### src/rtl/rv32i_types.sv
`default_nettype none
// ============================================================================
// Package : rv32i_types
// Shared constants and types for the ROB commit controller.
// Revision: 1.0
// ============================================================================
package rv32i_types;

    localparam int ROB_DEPTH_DEFAULT = 16;

    typedef enum logic [1:0] {
        ROB_RUN      = 2'd0,
        ROB_FLUSH    = 2'd1,
        ROB_REDIRECT = 2'd2
    } rob_ctrl_state_t;

endpackage
`default_nettype wire

### src/rtl/rob_wrap_ptr.sv
`default_nettype none
// ============================================================================
// Module  : rob_wrap_ptr
// Circular pointer with an extra wrap bit above the index; clear beats inc.
// Revision: 1.0
// ============================================================================
module rob_wrap_ptr #(
    parameter int PTR_W = 4
) (
    input  logic             clk,
    input  logic             rst,
    input  logic             i_inc,
    input  logic             i_clr,
    output logic [PTR_W:0]   o_ptr
);

    logic [PTR_W:0] r_ptr;

    always_ff @(posedge clk) begin
        if (!rst || i_clr) begin
            r_ptr <= '0;
        end else if (i_inc) begin
            r_ptr <= r_ptr + 1'b1;
        end
    end

    assign o_ptr = r_ptr;

endmodule
`default_nettype wire

### src/rtl/rob_commit_ctrl.sv
`default_nettype none
// ============================================================================
// Module  : rob_commit_ctrl
// ROB sequencer: pointers, ready bits, in-order commit and flush/redirect.
// Revision: 1.0
// ============================================================================
module rob_commit_ctrl
    import rv32i_types::*;
#(
    parameter int  ROB_DEPTH = ROB_DEPTH_DEFAULT,
    parameter int  NUM_CDB   = 2,
    localparam int PTR_W     = $clog2(ROB_DEPTH)
) (
    input  logic                       clk,
    input  logic                       rst,
    input  logic                       i_alloc_valid,
    output logic                       o_alloc_ready,
    output logic [PTR_W-1:0]           o_alloc_idx,
    input  logic [NUM_CDB-1:0]         i_cdb_valid,
    input  logic [NUM_CDB*PTR_W-1:0]   i_cdb_idx,
    input  logic                       i_head_mispredict,
    input  logic                       i_rrf_ready,
    input  logic                       i_fe_redirect_ack,
    output logic                       o_rob_commit,
    output logic [PTR_W-1:0]           o_rob_commit_idx,
    output logic                       o_rob_flush,
    output logic                       o_rob_empty,
    output logic                       o_rob_full,
    output logic [PTR_W:0]             o_rob_count,
    output logic [63:0]                o_commit_order
);

    rob_ctrl_state_t       r_state;
    rob_ctrl_state_t       w_state_nxt;
    logic [ROB_DEPTH-1:0]  r_ready;
    logic [ROB_DEPTH-1:0]  w_ready_nxt;
    logic [63:0]           r_commit_order;
    logic [PTR_W:0]        w_head;
    logic [PTR_W:0]        w_tail;
    logic [PTR_W:0]        w_count;
    logic [PTR_W-1:0]      w_head_idx;
    logic [PTR_W-1:0]      w_tail_idx;
    logic                  w_run;
    logic                  w_flush;
    logic                  w_empty;
    logic                  w_full;
    logic                  w_alloc_fire;
    logic                  w_commit;
    logic [NUM_CDB-1:0]    w_cdb_hit;
    logic [PTR_W-1:0]      w_cdb_idx [NUM_CDB];

    rob_wrap_ptr #(.PTR_W(PTR_W)) u_head (
        .clk   (clk),
        .rst   (rst),
        .i_inc (w_commit),
        .i_clr (w_flush),
        .o_ptr (w_head)
    );

    rob_wrap_ptr #(.PTR_W(PTR_W)) u_tail (
        .clk   (clk),
        .rst   (rst),
        .i_inc (w_alloc_fire),
        .i_clr (w_flush),
        .o_ptr (w_tail)
    );

    assign w_head_idx   = w_head[PTR_W-1:0];
    assign w_tail_idx   = w_tail[PTR_W-1:0];
    assign w_count      = w_tail - w_head;
    assign w_empty      = (w_head == w_tail);
    assign w_full       = (w_head_idx == w_tail_idx) && (w_head[PTR_W] != w_tail[PTR_W]);
    assign w_run        = (r_state == ROB_RUN);
    assign w_flush      = (r_state == ROB_FLUSH);
    assign w_alloc_fire = i_alloc_valid && o_alloc_ready;
    assign w_commit     = w_run && !w_empty && r_ready[w_head_idx] && i_rrf_ready;

    // A completion counts only if its distance from head is below the occupancy.
    generate
        for (genvar g = 0; g < NUM_CDB; g++) begin : g_cdb
            logic [PTR_W-1:0] w_off;
            assign w_cdb_idx[g] = i_cdb_idx[g*PTR_W +: PTR_W];
            assign w_off        = w_cdb_idx[g] - w_head_idx;
            assign w_cdb_hit[g] = w_run && i_cdb_valid[g] && ({1'b0, w_off} < w_count);
        end
    endgenerate

    always_comb begin
        w_ready_nxt = r_ready;
        for (int p = 0; p < NUM_CDB; p++) begin
            if (w_cdb_hit[p]) begin
                w_ready_nxt[w_cdb_idx[p]] = 1'b1;
            end
        end
        if (w_commit) begin
            w_ready_nxt[w_head_idx] = 1'b0;
        end
        if (w_alloc_fire) begin
            w_ready_nxt[w_tail_idx] = 1'b0;
        end
    end

    always_ff @(posedge clk) begin
        if (!rst || w_flush) begin
            r_ready <= '0;
        end else begin
            r_ready <= w_ready_nxt;
        end
    end

    always_ff @(posedge clk) begin
        if (!rst) begin
            r_state <= ROB_RUN;
        end else begin
            r_state <= w_state_nxt;
        end
    end

    always_comb begin
        w_state_nxt = r_state;
        case (r_state)
            ROB_RUN:      if (w_commit && i_head_mispredict) w_state_nxt = ROB_FLUSH;
            ROB_FLUSH:    w_state_nxt = ROB_REDIRECT;
            ROB_REDIRECT: if (i_fe_redirect_ack) w_state_nxt = ROB_RUN;
            default:      w_state_nxt = ROB_RUN;
        endcase
    end

    always_ff @(posedge clk) begin
        if (!rst) begin
            r_commit_order <= '0;
        end else if (w_commit) begin
            r_commit_order <= r_commit_order + 64'd1;
        end
    end

    assign o_alloc_ready    = w_run && !w_full;
    assign o_alloc_idx      = w_tail_idx;
    assign o_rob_commit     = w_commit;
    assign o_rob_commit_idx = w_head_idx;
    assign o_rob_flush      = w_flush;
    assign o_rob_empty      = w_empty;
    assign o_rob_full       = w_full;
    assign o_rob_count      = w_count;
    assign o_commit_order   = r_commit_order;

endmodule
`default_nettype wire

### config.mk
export PLATFORM = sky130hd
export DESIGN_NAME = rob_commit_ctrl
export DESIGN_NICKNAME = d
export VERILOG_FILES = /design/src/rtl/rv32i_types.sv /design/src/rtl/rob_wrap_ptr.sv /design/src/rtl/rob_commit_ctrl.sv
export SDC_FILE = /design/constraint.sdc
export NUM_CORES = 1
export LEC_CHECK = 0
export BUFFER_PORTS_ARGS = -buffer_cell sky130_fd_sc_hd__buf_2
export CAP_MARGIN = 0
export CORE_ASPECT_RATIO = 2
export CORE_UTILIZATION = 40
export CTS_BUF_LIST = sky130_fd_sc_hd__clkbuf_8
export CTS_CLUSTER_SIZE = 40
export DETAILED_ROUTE_END_ITERATION = 16
export PLACE_DENSITY = 0.65
export REMOVE_ABC_BUFFERS = 1
export SLEW_MARGIN = 20
export SYNTH_ARGS = -nofsm -noshare
export SYNTH_HDL_FRONTEND = slang
export SYNTH_SLANG_ARGS = --single-unit
### constraint.sdc
create_clock -name clk -period 4.4 [get_ports clk]
set_clock_uncertainty 0.2 [all_clocks]
set_input_delay 0.66 -clock clk [delete_from_list [all_inputs] [get_ports clk]]
set_output_delay 0.66 -clock clk [all_outputs]
set_load 0.05 [all_outputs]
Yosys cells after proc, flatten, opt, wreduce, memory -nomap -nowiden --
Index checks and enable logic that the tools add are counted.
Storage, ports and cells: bits in registers 92, input port bits 16, output and inout bits 82, logic and storage cells 72
Cells by class: $add $sub $neg 6, $lt $le $gt $ge 10, equal/unequal tests 7, mux-type cells 17, bitwise operators 6, reduce and logical (&&, ||, !) cells 21
Operators by type and width (count):
- $add A64 B1 Y64 const B | 1
- $mux W16 | 4
- $and A16 B16 Y16 | 2
- $not A16 Y16 | 2
- $or A16 B16 Y16 | 2
- $lt A4 B5 Y1 const B | 4
- $demux W1 S4 | 4
- $ge A4 B1 Y1 const B | 4
- $logic_and A1 B1 Y1 | 15
- $add A5 B1 Y5 const B | 2
- $lt A4 B5 Y1 | 2
- $sub A4 B4 Y4 | 2
- $pmux W2 S3 | 1
- $eq A5 B5 Y1 | 1
- $mux W1 | 5
- $sub A5 B5 Y5 | 1
- $bmux W1 S4 | 1
- $eq A4 B4 Y1 | 1
- $mux W2 | 2
- $logic_not A1 Y1 | 3
- $eq A2 B1 Y1 const B | 1
- $eq A2 B2 Y1 const B | 1
- $logic_not A2 Y1 | 1
- $ne A2 B1 Y1 const B | 1
- 4 further kinds | 4

Logic depth before layout (Yosys ltp) --
Gate-level depths: netlist (run 1).
word-level depth 12, gate-level depth with buffers 12, gate-level depth less buffers 11

Cells and area by module --
From an unflattened synthesis (run 1), not the netlist that was laid out.
Second synthesis, totals: cell total of the unflattened synthesis 653, area total of the unflattened synthesis 5495.3 µm²
By module, submodules not included:
- rob_commit_ctrl | instances 1, cells an instance 607, area each 5017.3 µm², sequential area each 1641.6 µm²
- rob_wrap_ptr | instances 2, cells an instance 23, area each 239.0 µm², sequential area each 100.1 µm²

Least setup slack after synthesis (run 1) --
No wires, ideal clock.
path kind flip-flop to flip-flop, from register u_head.r_ptr[1] (netlist: u_head.o_ptr[1]), to register r_ready[4], library setup time 70 ps, arrival 3263 ps, required time 4130 ps, setup slack 867 ps, cell stages (with the launch flop) 12, path buffers 2, clock period less this slack 3533 ps, cells stage by stage dfxtp_1 buf_4 inv_1 fa_1 inv_1 ha_1 a21o_1 maj3_1 o211ai_1 clkbuf_1 nand3_1 a21oi_1
Between the ends: word-level cells in the longest chain between the ends 10, elaborated cells between the ends (all ways) 32, those cells by class add/sub (3); order compare (4); eq/ne (2); mux (8); bitwise (4); reduce/logical (11)
Ends and longest elaborated chain:
- from (decl) | line rob_wrap_ptr.sv:17 | logic [PTR_W:0] r_ptr;
- from (signal assigned) | line rob_wrap_ptr.sv:23 | r_ptr <= r_ptr + 1'b1;
- $sub A5 B5 Y5 * | line rob_commit_ctrl.sv:70 | assign w_count = w_tail - w_head;
- named net o_rob_count[1] | line rob_commit_ctrl.sv:29 | output logic [PTR_W:0] o_rob_count,
- $lt A4 B5 Y1 | line rob_commit_ctrl.sv:84 | assign w_cdb_hit[g] = w_run && i_cdb_valid[g] && ({1'b0, w_off} < w_count);
- $logic_and A1 B1 Y1 | line rob_commit_ctrl.sv:84
- $mux W16 | line rob_commit_ctrl.sv:91 | if (w_cdb_hit[p]) begin
- $or A16 B16 Y16 (no source line)
- $mux W16 * | line rob_commit_ctrl.sv:91
- $and A16 B16 Y16 (no source line)
- $mux W16 * | line rob_commit_ctrl.sv:95 | if (w_commit) begin
- $and A16 B16 Y16 (no source line)
- $mux W16 * | line rob_commit_ctrl.sv:98 | if (w_alloc_fire) begin
- to (signal assigned) | line rob_commit_ctrl.sv:107 | r_ready <= w_ready_nxt;
- to (decl) | line rob_commit_ctrl.sv:35 | logic [ROB_DEPTH-1:0] r_ready;
The timed path passes the listed nets; every way through them passes the cells marked *. The select of a mux whose other input is x is not followed. A chain may end at the register's enable or synchronous reset.

Final worst setup path (run 1) --
from register u_head.r_ptr[0] (netlist: u_head.o_ptr[0]), to register r_ready[11]
Between the ends: word-level cells in the longest chain between the ends 10, elaborated cells between the ends (all ways) 32, those cells by class add/sub (3); order compare (4); eq/ne (2); mux (8); bitwise (4); reduce/logical (11)
Ends and longest elaborated chain (line):
- $sub A5 B5 Y5 / $sub A4 B4 Y4 (equally long branches) | rob_commit_ctrl.sv:70, rob_commit_ctrl.sv:83
- $lt A4 B5 Y1 | rob_commit_ctrl.sv:84
- $logic_and A1 B1 Y1 | rob_commit_ctrl.sv:84
- $mux W16 | rob_commit_ctrl.sv:91
- $or A16 B16 Y16 (no source line)
- $mux W16 | rob_commit_ctrl.sv:91
- $and A16 B16 Y16 (no source line)
- $mux W16 | rob_commit_ctrl.sv:95
- $and A16 B16 Y16 (no source line)
- $mux W16 * | rob_commit_ctrl.sv:98
Every way passes the cells marked *; elsewhere a longest branch is shown, timed or not. The select of a mux whose other input is x is not followed.

==> flow_summary.json, run 1 <==
{
  "grt_pass1_wl_um": 24400,
  "cts_buffers": 9,
  "cts_tree": "built",
  "hold_class": "reg -> reg",
  "antenna_found_initial": 0,
  "vias": 4921,
  "synth_edf_count": 0,
  "rr_worst_depth": 11,
  "grt_use_total_pct": 24.8,
  "power_frac_clock_pct": 37.5,
  "hpwl_um": 12500,
  "cts_max_level": 3,
  "p_leak_uw": 0.00243,
  "diodes": 0,
  "synth.distinct_cells": 46,
  "cts_resized": 0,
  "powerDensity_mw_per_mm2": 269,
  "gp_congestion": 0.950,
  "crit_path_cell_trace": "ha_1 -> inv_1 -> fa_1 -> inv_1 -> ha_1 -> a21o_1 -> maj3_1 -> o211ai_1 -> buf_4 -> a31oi_1 -> a21oi_1",
  "reg2reg_to": "r_ready[11]",
  "cts_root_buf": "clkbuf_8",
  "synth_area_mm2": 0.00519,
  "pwr-share-seq_pct": 52.5,
  "io_buffer_count": 97,
  "p_int_uw": 1170,
  "r2r-start": "u_head.o_ptr[0]",
  "crit_fanout": 13,
  "yosysTopAreaCell": "dfxtp_1",
  "slowest_stage": "dfxtp_1",
  "drc": 0,
  "avgViaCountPerCell": 5.77,
  "rsz0062_at_grt": "no",
  "wl_per_cell_um": 18.9,
  "setup_viol": 0,
  "finalHoldViolCount": 0,
  "ys.flop_type": "dfxtp_1",
  "synth.top_cells.by_area": "dfxtp_1 (36%), xnor2_1 (6.4%), nor2_1 (5.9%)",
  "post-place-ws_ps": 758,
  "finalCritPeriodShare_pct": 83.8,
  "grt.overflow.total": 0,
  "cts_buffer_depth": 2,
  "slew-limit-headroom_pct": 27.5,
  "synth_top_cell_area_share_pct": 35.5,
  "cp_data_required_time_ps": 4500,
  "dieArea_mm2": 0.0135,
  "pwr-share-comb_pct": 10.1,
  "holdPathStages": 2,
  "status": "finished clean",
  "max_stage_delay_ps": 720,
  "ioPinCount": 98,
  "ant_nets": 0,
  "syn-instance-count": 613,
  "crit_type": "reg -> reg",
  "grt_max_degree": 63,
  "postSynthAreaPerCell_um2": 8.46,
  "critPathLaunchType": "flip-flop",
  "worstMarginPinSlew_ps": 1090,
  "r2r_slack_ps": 710,
  "synth_warnings": 0,
  "setup-tns-final_ps": 0,
  "period_needed_ps": 3690,
  "p_sw_share_pct": 27.2,
  "drive_gt1_share_pct": 18.5,
  "synth_most_common_cell": "dfxtp_1",
  "arrival_ps": 3790,
  "timing.fmax_mhz": 271,
  "drt-initial-drc-count": 258,
  "grt_pass1_vias": 4624,
  "maxSlewViolCount": 0,
  "drv_cap": 0,
  "ys_top_cells_by_count": "dfxtp_1 (92), nor2_1 (82), xnor2_1 (38)",
  "num_rows": 58,
  "holdCritStartpoint": "o_commit_order[63]",
  "vdd_ir_drop_max_uv": 167,
  "cts.reportedPaths.clkPinSlew_ps": 100,
  "dr.pass1.iters": 6,
  "wirelength_um": 16100,
  "clock_latency_ps": 370,
  "die_w_um": 82.5,
  "cp-end-kind": "flip-flop",
  "synth.yosys.seq_area_share_pct": 35.5,
  "cts_hold_buf": 0,
  "switchingPower_uw": 436,
  "final_nets": 738,
  "fin_ws_ps": 711,
  "synth_seq_cells": 92,
  "die_h_um": 163,
  "core_area_mm2": 0.0126,
  "clock_sinks": 92,
  "synth-async-reset-ratio_pct": 0,
  "post_cts_buffers": 0,
  "hold_end": "o_commit_order[63]",
  "start_util_pct": 41.1,
  "area_growth_pct": 15.0
}
==> area by class of cell <==
| class | instances | area, µm² |
|---|---|---|
| Clock buffer | 10 | 138 |
| Clock inverter | 6 | 71.3 |
| Fill cell | 1294 | 6660 |
| Inverter | 26 | 97.6 |
| Multi-Input combinational cell | 464 | 3080 |
| Sequential cell | 92 | 1840 |
| Tap cell | 150 | 188 |
| Timing Repair Buffer | 105 | 546 |
==> metrics by stage <==
step | cell area [µm²] | hold WS (ps) | power (µW) | instances | util (%)
3_5_place_dp | 5760 | 297 | 1020 | 837 | 45.6
6_report | 5960 | 306 | 1610 | 853 | 47.2
2_1_floorplan | 5020 | 266 | 961 | 582 | -
4_1_cts | 5960 | 317 | 1620 | 853 | 47.2
5_1_grt | 5960 | 332 | 1670 | 853 | 47.2
3_3_place_gp | 5760 | 279 | 1020 | 837 | 45.6
==> placed cells by master, fill, tap and decap left out, types with 3 or more instances in the layout <==
cell type  count
and4_1        11
buf_2         97
a31oi_1       15
xnor2_1       38
fa_1           3
o21ai_0        8
or3_1          9
nand2_1       31
inv_1         25
nor3b_1        5
a21o_1         3
a21oi_1       31
nand3_1       36
nand3b_1       3
nor3_1        19
mux4_2         5
nor4_1        16
nand2b_1       3
dfxtp_1       92
and3_1        22
nand4_1       25
buf_4          8
and2_1         7
a221o_1       14
nor2_1        82
ha_1          21
clkbuf_8      10
xor2_1        33
o211ai_1       4
==> power groups by stage <==
| stage | registers, µW | clock network [µW] | logic (µW) |
|---|---|---|---|
| floorplan | 866 | 0 | 95.1 |
| global placement | 861 | 0 | 157 |
| detailed placement | 861 | 0 | 158 |
| CTS | 842 | 622 | 159 |
| global route | 843 | 661 | 171 |
| finish | 842 | 602 | 161 |
==> worst max-delay path by stage <==
stage / startpoint / cells past startpoint / slack [ps] / endpoint
global route: u_head.o_ptr[0] / 11 / 520 / r_ready[11]
detailed placement: u_head.o_ptr[0] / 11 / 760 / r_ready[11]
floorplan: u_head.o_ptr[1] / 9 / 200 / r_ready[7]
finish: u_head.o_ptr[0] / 11 / 710 / r_ready[11]
CTS: u_head.o_ptr[0] / 11 / 750 / r_ready[11]
global placement: i_cdb_idx[4] / 12 / 830 / r_ready[11]
==> layer usage <==
layer	GRT usage (%)	up-vias	part of all wire, %	routed length, µm
met2	45.6	182	55	8840
met4	16.5	0	6.5	1050
li1	-	2362	-	-
met1	24.0	2321	34	5450
met5	0	-	0	0
met3	4.47	56	4.9	786
==> sequential cells by signal, summed over array words and instances (netlist names) <==
name / count
r_ready: 16
u_head.o_ptr: 5
o_commit_order: 64
r_state: 2
u_tail.o_ptr: 5
==> cell families after synthesis <==
logic type                 count (synthesis)  synth area share (%)
and+or+nand+nor                          279                  28.0
AOI/OAI and AO/OA                         83                  10.6
muxes                                      6                  2.36
buffers and inverters                     57                  5.19
DFF                                       92                  35.5
adders and majority gates                 25                  6.42
xor gates and xnor gates                  71                  12.0
==> worst max-delay path, delay by kind of cell, from the launching register on <==
family / cells / cell delay (ps)
buffers and inverters: 3 / 410
AOI/OAI and AO/OA: 4 / 940
adders and majority gates: 4 / 1360
DFF: 1 / 720
(Power assumes the default switching activity.)
==> inputs of run 2 (changes only) <==
--- a/config.mk
+++ b/config.mk
@@ -12,7 +12,7 @@
 export CTS_BUF_LIST = sky130_fd_sc_hd__clkbuf_8
 export CTS_CLUSTER_SIZE = 40
 export DETAILED_ROUTE_END_ITERATION = 16
-export PLACE_DENSITY = 0.65
+export PLACE_DENSITY = 0.67
 export REMOVE_ABC_BUFFERS = 1
 export SLEW_MARGIN = 20
 export SYNTH_ARGS = -nofsm -noshare
==> constraint.sdc (replaced) <==
create_clock -name clk -period 3.29 [get_ports clk]
set_clock_uncertainty 0.2 [all_clocks]
set_input_delay 0.4935 -clock clk [delete_from_list [all_inputs] [get_ports clk]]
set_output_delay 0.4935 -clock clk [all_outputs]
set_load 0.05 [all_outputs]
==> run 2 against run 1 <==
Utilization grew 0.92 points. Final cell count grew 1.2%. Sequential share of layout area shrank 0.53 points. Critical endpoint is now o_rob_commit. Non-clock buffer count grew 10.
==> flow_summary.json, run 2 (synthesis results as in run 1) <==
{
  "fin_cells": 863,
  "wl_per_cell_um": 18.0,
  "cts_root_buf": "clkbuf_8",
  "die_w_um": 82.5,
  "finalHoldViolCount": 0,
  "clock_latency_ps": 370,
  "placed_cells": 847,
  "design_area_mm2": 0.00608,
  "largest_reg_flops": 64,
  "timing.fmax_mhz": 312,
  "hold_end": "r_state[0]",
  "setup_viol": 0,
  "worstMarginPinSlew_ps": 1050,
  "fillerInstances": 1306,
  "powerDensity_mw_per_mm2": 351,
  "start_util_pct": 41.1,
  "area_growth_pct": 17.2,
  "hpwl_um": 12300,
  "final_cell_mix": "buf_2 (97), dfxtp_1 (89), nor2_1 (82), xnor2_1 (37), nand3_1 (36)",
  "drc": 0,
  "cp_data_required_time_ps": 2600,
  "final_nets": 748,
  "ant_nets": 0,
  "cts.reportedPaths.clkPinSlew_ps": 90,
  "wirelength_um": 15500,
  "cts_tree": "built",
  "p_leak_uw": 0.00249,
  "cp-end-kind": "output pin",
  "r2r-start": "u_tail.o_ptr[0]",
  "cts_buffer_depth": 2,
  "finalCritPeriodShare_pct": 97.5,
  "avgViaCountPerCell": 5.73,
  "core_area_mm2": 0.0126,
  "grt_pass1_wl_um": 24100,
  "drv_cap": 0,
  "rsz0062_at_grt": "yes",
  "grt.overflow.total": 0,
  "grt_pass1_vias": 4823,
  "maxSlewViolCount": 0,
  "crit_type": "reg -> out",
  "vdd_ir_drop_max_uv": 219,
  "grt_use_total_pct": 24.0,
  "hold_ws_ps": 194,
  "reg2reg_to": "r_ready[7]",
  "clock_sinks": 92,
  "arrival_ps": 2510,
  "antenna_found_initial": 0,
  "vias": 4943,
  "period_needed_ps": 3210,
  "layout_commonest_cell": "buf_2",
  "holdCritStartpoint": "i_head_mispredict",
  "dr.pass1.iters": 6,
  "grt_max_degree": 63,
  "status": "finished clean",
  "num_rows": 58,
  "crit_fanout": 8,
  "rr_worst_depth": 12,
  "drive_gt1_share_pct": 20.5,
  "hold_class": "in -> reg",
  "r2r_slack_ps": 220,
  "dpl_cell_area_mm2": 0.00586,
  "diodes": 0,
  "slew-limit-headroom_pct": 30.3,
  "io_buffer_count": 97,
  "drt-initial-drc-count": 276,
  "gp_congestion": 0.938,
  "holdPathStages": 2,
  "critPathLaunchType": "flip-flop",
  "cts_buffers": 9,
  "cts_hold_buf": 0,
  "die_h_um": 163,
  "cts_max_level": 3,
  "ioPinCount": 98,
  "dieArea_mm2": 0.0135
}
==> run 2: changes by cell type in the layout (fill, tap and decap cells not counted), moves of 2 or more <==
cell / change
buf_12: +2
dfxtp_1: -3
buf_4: +8
dfxtp_2: +3
==> run 2: worst max-delay path, cell delays in order, from the launching register on <==
cell	delay, ps
dfxtp_2	390
buf_4	180
mux4_2	530
mux4_2	540
and2_2	280
buf_2	230
==> run 2: through the flow <==
stage                     utilization (%)  setup TNS [ps]  total power [µW]  worst slack (ps)
final                                48.2               0              2140              83.6
after global routing                 48.2           -1.50              2230             -1.50
after CTS                            48.0               0              2160              42.6
after detailed placement             46.4               0              1370               164
after global placement               46.4               0              1360               240
after floorplan                         -          -18290              1290              -913
==> run 2: layout make-up <==
cell class              count  area, µm²  area share (%)
repair buffers            115        646            10.6
clock buffers              10        138            2.26
clock inverters             6       71.3            1.17
well taps                 150        188            3.09
multi-input cells         464       3100            50.9
flip-flops and latches     92       1850            30.3
inverters                  26       97.6            1.60
==> run 2: worst max path at each step <==
stage,to,cells past startpoint,slack (ps),startpoint
2_1_floorplan,r_ready[7],9,-910,u_head.o_ptr[1]
3_5_place_dp,r_ready[7],12,160,u_tail.o_ptr[0]
6_report,o_rob_commit,5,80,u_head.o_ptr[1]
3_3_place_gp,r_ready[7],12,240,i_cdb_idx[4]
4_1_cts,o_rob_commit,5,40,u_head.o_ptr[1]
5_1_grt,o_rob_commit,5,-2,u_head.o_ptr[1]
==> run 2: where the power goes <==
group / internal [µW] / switching, µW
registers: 1120 / 7.35
logic: 68.9 / 149
clock network: 377 / 417
==> run 2: what timing repair did <==
action	CTS	global route
hold endpoints to repair	0	0
resized for setup	2	4
setup endpoints to repair	1	4
setup buffers	0	0
==> run 2: layer usage <==
layer / global-route usage, % / vias up / share of wire [%]
met5: 0 / - / 0
met4: 17.4 / 0 / 6.8
met3: 4.97 / 49 / 5.1
met2: 44.5 / 162 / 54
met1: 21.9 / 2353 / 34
li1: - / 2379 / -
==> inputs of run 3 (changes only) <==
--- a/config.mk
+++ b/config.mk
@@ -8,11 +8,12 @@
 export BUFFER_PORTS_ARGS = -buffer_cell sky130_fd_sc_hd__buf_2
 export CAP_MARGIN = 0
 export CORE_ASPECT_RATIO = 2
-export CORE_UTILIZATION = 40
+export CORE_UTILIZATION = 56
 export CTS_BUF_LIST = sky130_fd_sc_hd__clkbuf_8
 export CTS_CLUSTER_SIZE = 40
 export DETAILED_ROUTE_END_ITERATION = 16
-export PLACE_DENSITY = 0.67
+export MAX_ROUTING_LAYER = met4
+export PLACE_DENSITY = 0.84
 export REMOVE_ABC_BUFFERS = 1
 export SLEW_MARGIN = 20
 export SYNTH_ARGS = -nofsm -noshare
==> constraint.sdc (replaced) <==
create_clock -name clk -period 3 [get_ports clk]
set_clock_uncertainty 0.2 [all_clocks]
set_input_delay 0.45 -clock clk [delete_from_list [all_inputs] [get_ports clk]]
set_output_delay 0.45 -clock clk [all_outputs]
set_load 0.05 [all_outputs]
==> run 3 against run 2 <==
Cell area increased by 3.7%. Non-clock buffer count increased by 20. Global-route usage increased by 8.9 points. Combinational power increased by 27%. Total power increased by 15%. Sequential cell count unchanged. Utilization increased by 22 points. Largest power group unchanged. Hold slack got worse by 50 ps. Setup slack got worse by 50 ps. Wire length increased by 1.6%. Critical path type unchanged.
==> flow_summary.json, run 3 (synthesis results as in run 1) <==
{
  "cp_data_required_time_ps": 2350,
  "cts_tree": "built",
  "io_buffer_count": 97,
  "timing.fmax_mhz": 337,
  "fin_util_pct": 70.0,
  "hpwl_um": 11900,
  "p_leak_uw": 0.00262,
  "holdCritStartpoint": "i_head_mispredict",
  "setup-tns-final_ps": 0,
  "area_growth_pct": 21.6,
  "num_rows": 49,
  "largest_reg_flops": 64,
  "diodes": 0,
  "hold_end": "r_state[0]",
  "period_needed_ps": 2970,
  "crit_type": "reg -> out",
  "final_cell_mix": "buf_2 (95), dfxtp_1 (89), nor2_1 (82), xnor2_1 (37), nand3_1 (34)",
  "powerDensity_mw_per_mm2": 391,
  "finalHoldViolCount": 0,
  "arrival_ps": 2320,
  "drive_gt1_share_pct": 24.4,
  "drt-initial-drc-count": 340,
  "gp_congestion": 1.05,
  "final_nets": 768,
  "dr.pass1.iters": 5,
  "fin_cells": 835,
  "hold_class": "in -> reg",
  "grt_pass1_wl_um": 24500,
  "max_stage_delay_ps": 580,
  "vias": 5217,
  "reg2reg_to": "r_ready[5]",
  "crit_path_cell_trace": "buf_6 -> mux4_2 -> mux4_2 -> and2_4 -> buf_6",
  "r2r_slack_ps": 50,
  "worstMarginPinSlew_ps": 1000,
  "crit_fanout": 6,
  "dieArea_mm2": 0.00968,
  "vdd_ir_drop_max_uv": 385,
  "grt_max_degree": 35,
  "cp-end-kind": "output pin",
  "placed_cells": 809,
  "avgViaCountPerCell": 6.25,
  "grt_use_total_pct": 32.9,
  "grt_pass1_vias": 4947,
  "setup_viol": 0,
  "rr_worst_depth": 10,
  "die_w_um": 70.1,
  "cts.reportedPaths.clkPinSlew_ps": 90,
  "finalCritPeriodShare_pct": 98.9,
  "wl_per_cell_um": 18.9,
  "slew-limit-headroom_pct": 33.3,
  "die_h_um": 138,
  "core_area_mm2": 0.00901,
  "crit_start": "u_head.o_ptr[1]",
  "cts_root_buf": "clkbuf_8",
  "clock_latency_ps": 360,
  "cts_max_level": 3,
  "grt.overflow.total": 0,
  "cts_buffer_depth": 2,
  "r2r-start": "u_head.o_ptr[1]",
  "layout_commonest_cell": "buf_2",
  "ant_nets": 0,
  "maxSlewViolCount": 0,
  "clock_sinks": 92,
  "slowest_stage": "mux4_2",
  "cts_buffers": 9,
  "start_util_pct": 57.6,
  "wirelength_um": 15800,
  "holdPathStages": 2,
  "antenna_found_initial": 0,
  "status": "finished clean",
  "critPathLaunchType": "flip-flop",
  "drc": 0,
  "rsz0062_at_grt": "yes",
  "ioPinCount": 98,
  "drv_cap": 0,
  "fillerInstances": 733,
  "fin_total_pwr_uw": 2470
}
## run 3: cell types whose count changed in the layout (fill, tap and decap cells not counted), sizes merged
cell / change
bufinv: +1
buf: +20
clkinv: -1
## run 3: worst max-delay path by stage
| stage | endpoint | slack [ps] | cells after the start |
|---|---|---|---|
| 2_1_floorplan | r_ready[7] | -1200 | 9 |
| 3_3_place_gp | r_ready[8] | 50 | 12 |
| 3_5_place_dp | r_ready[8] | -30 | 12 |
| 4_1_cts | o_rob_count[4] | 20 | 9 |
| 5_1_grt | r_ready[6] | -60 | 14 |
| 6_report | o_rob_commit | 30 | 5 |
## run 3: area by class of cell
type,instances,area (µm²),area share (%)
multi-input combinational,464,3150,50.0
inverter,26,104,1.65
clock inverter,6,93.8,1.49
clock buffer,10,138,2.18
tap,102,128,2.02
timing repair buffer,135,840,13.3
sequential,92,1850,29.3
## run 3: worst max-delay path, delay by kind of cell, from the launching register on
family / cells / cell delay (ps)
and+or+nand+nor: 1 / 200
buffers and inverters: 2 / 310
muxes: 2 / 1070
DFF: 1 / 380
## run 3: routing by layer
layer | routed length, µm | vias up | global-route usage, %
li1 | - | 2427 | -
met1 | 5290 | 2444 | 30.9
met2 | 8690 | 263 | 61.4
met3 | 730 | 83 | 4.15
met4 | 1090 | 0 | 20.1
met5 | 0 | - | -
## run 3: report_power, final
group / switching (µW) / internal (µW)
clock: 460 / 500
combinational: 178 / 97.2
sequential: 5.45 / 1220
total: 644 / 1820
## run 3: repair_timing
| action | in CTS | in global routing |
|---|---|---|
| gates resized for setup | 9 | 29 |
| cloned | 0 | 2 |
| pin swaps | 0 | 14 |
| hold buffers | 0 | 0 |
| endpoints found under the setup margin | 2 | 18 |
| setup buffers | 3 | 5 |
## run 3: metrics by stage
stage | hold slack [ps] | setup slack (ps) | area [µm²]
2_1_floorplan | 266 | -1200 | 5020
5_1_grt | 137 | -60.1 | 6310
6_report | 143 | 33.2 | 6310
3_5_place_dp | 287 | -34.8 | 5880
4_1_cts | 135 | 15.2 | 6160
3_3_place_gp | 277 | 52.1 | 5880
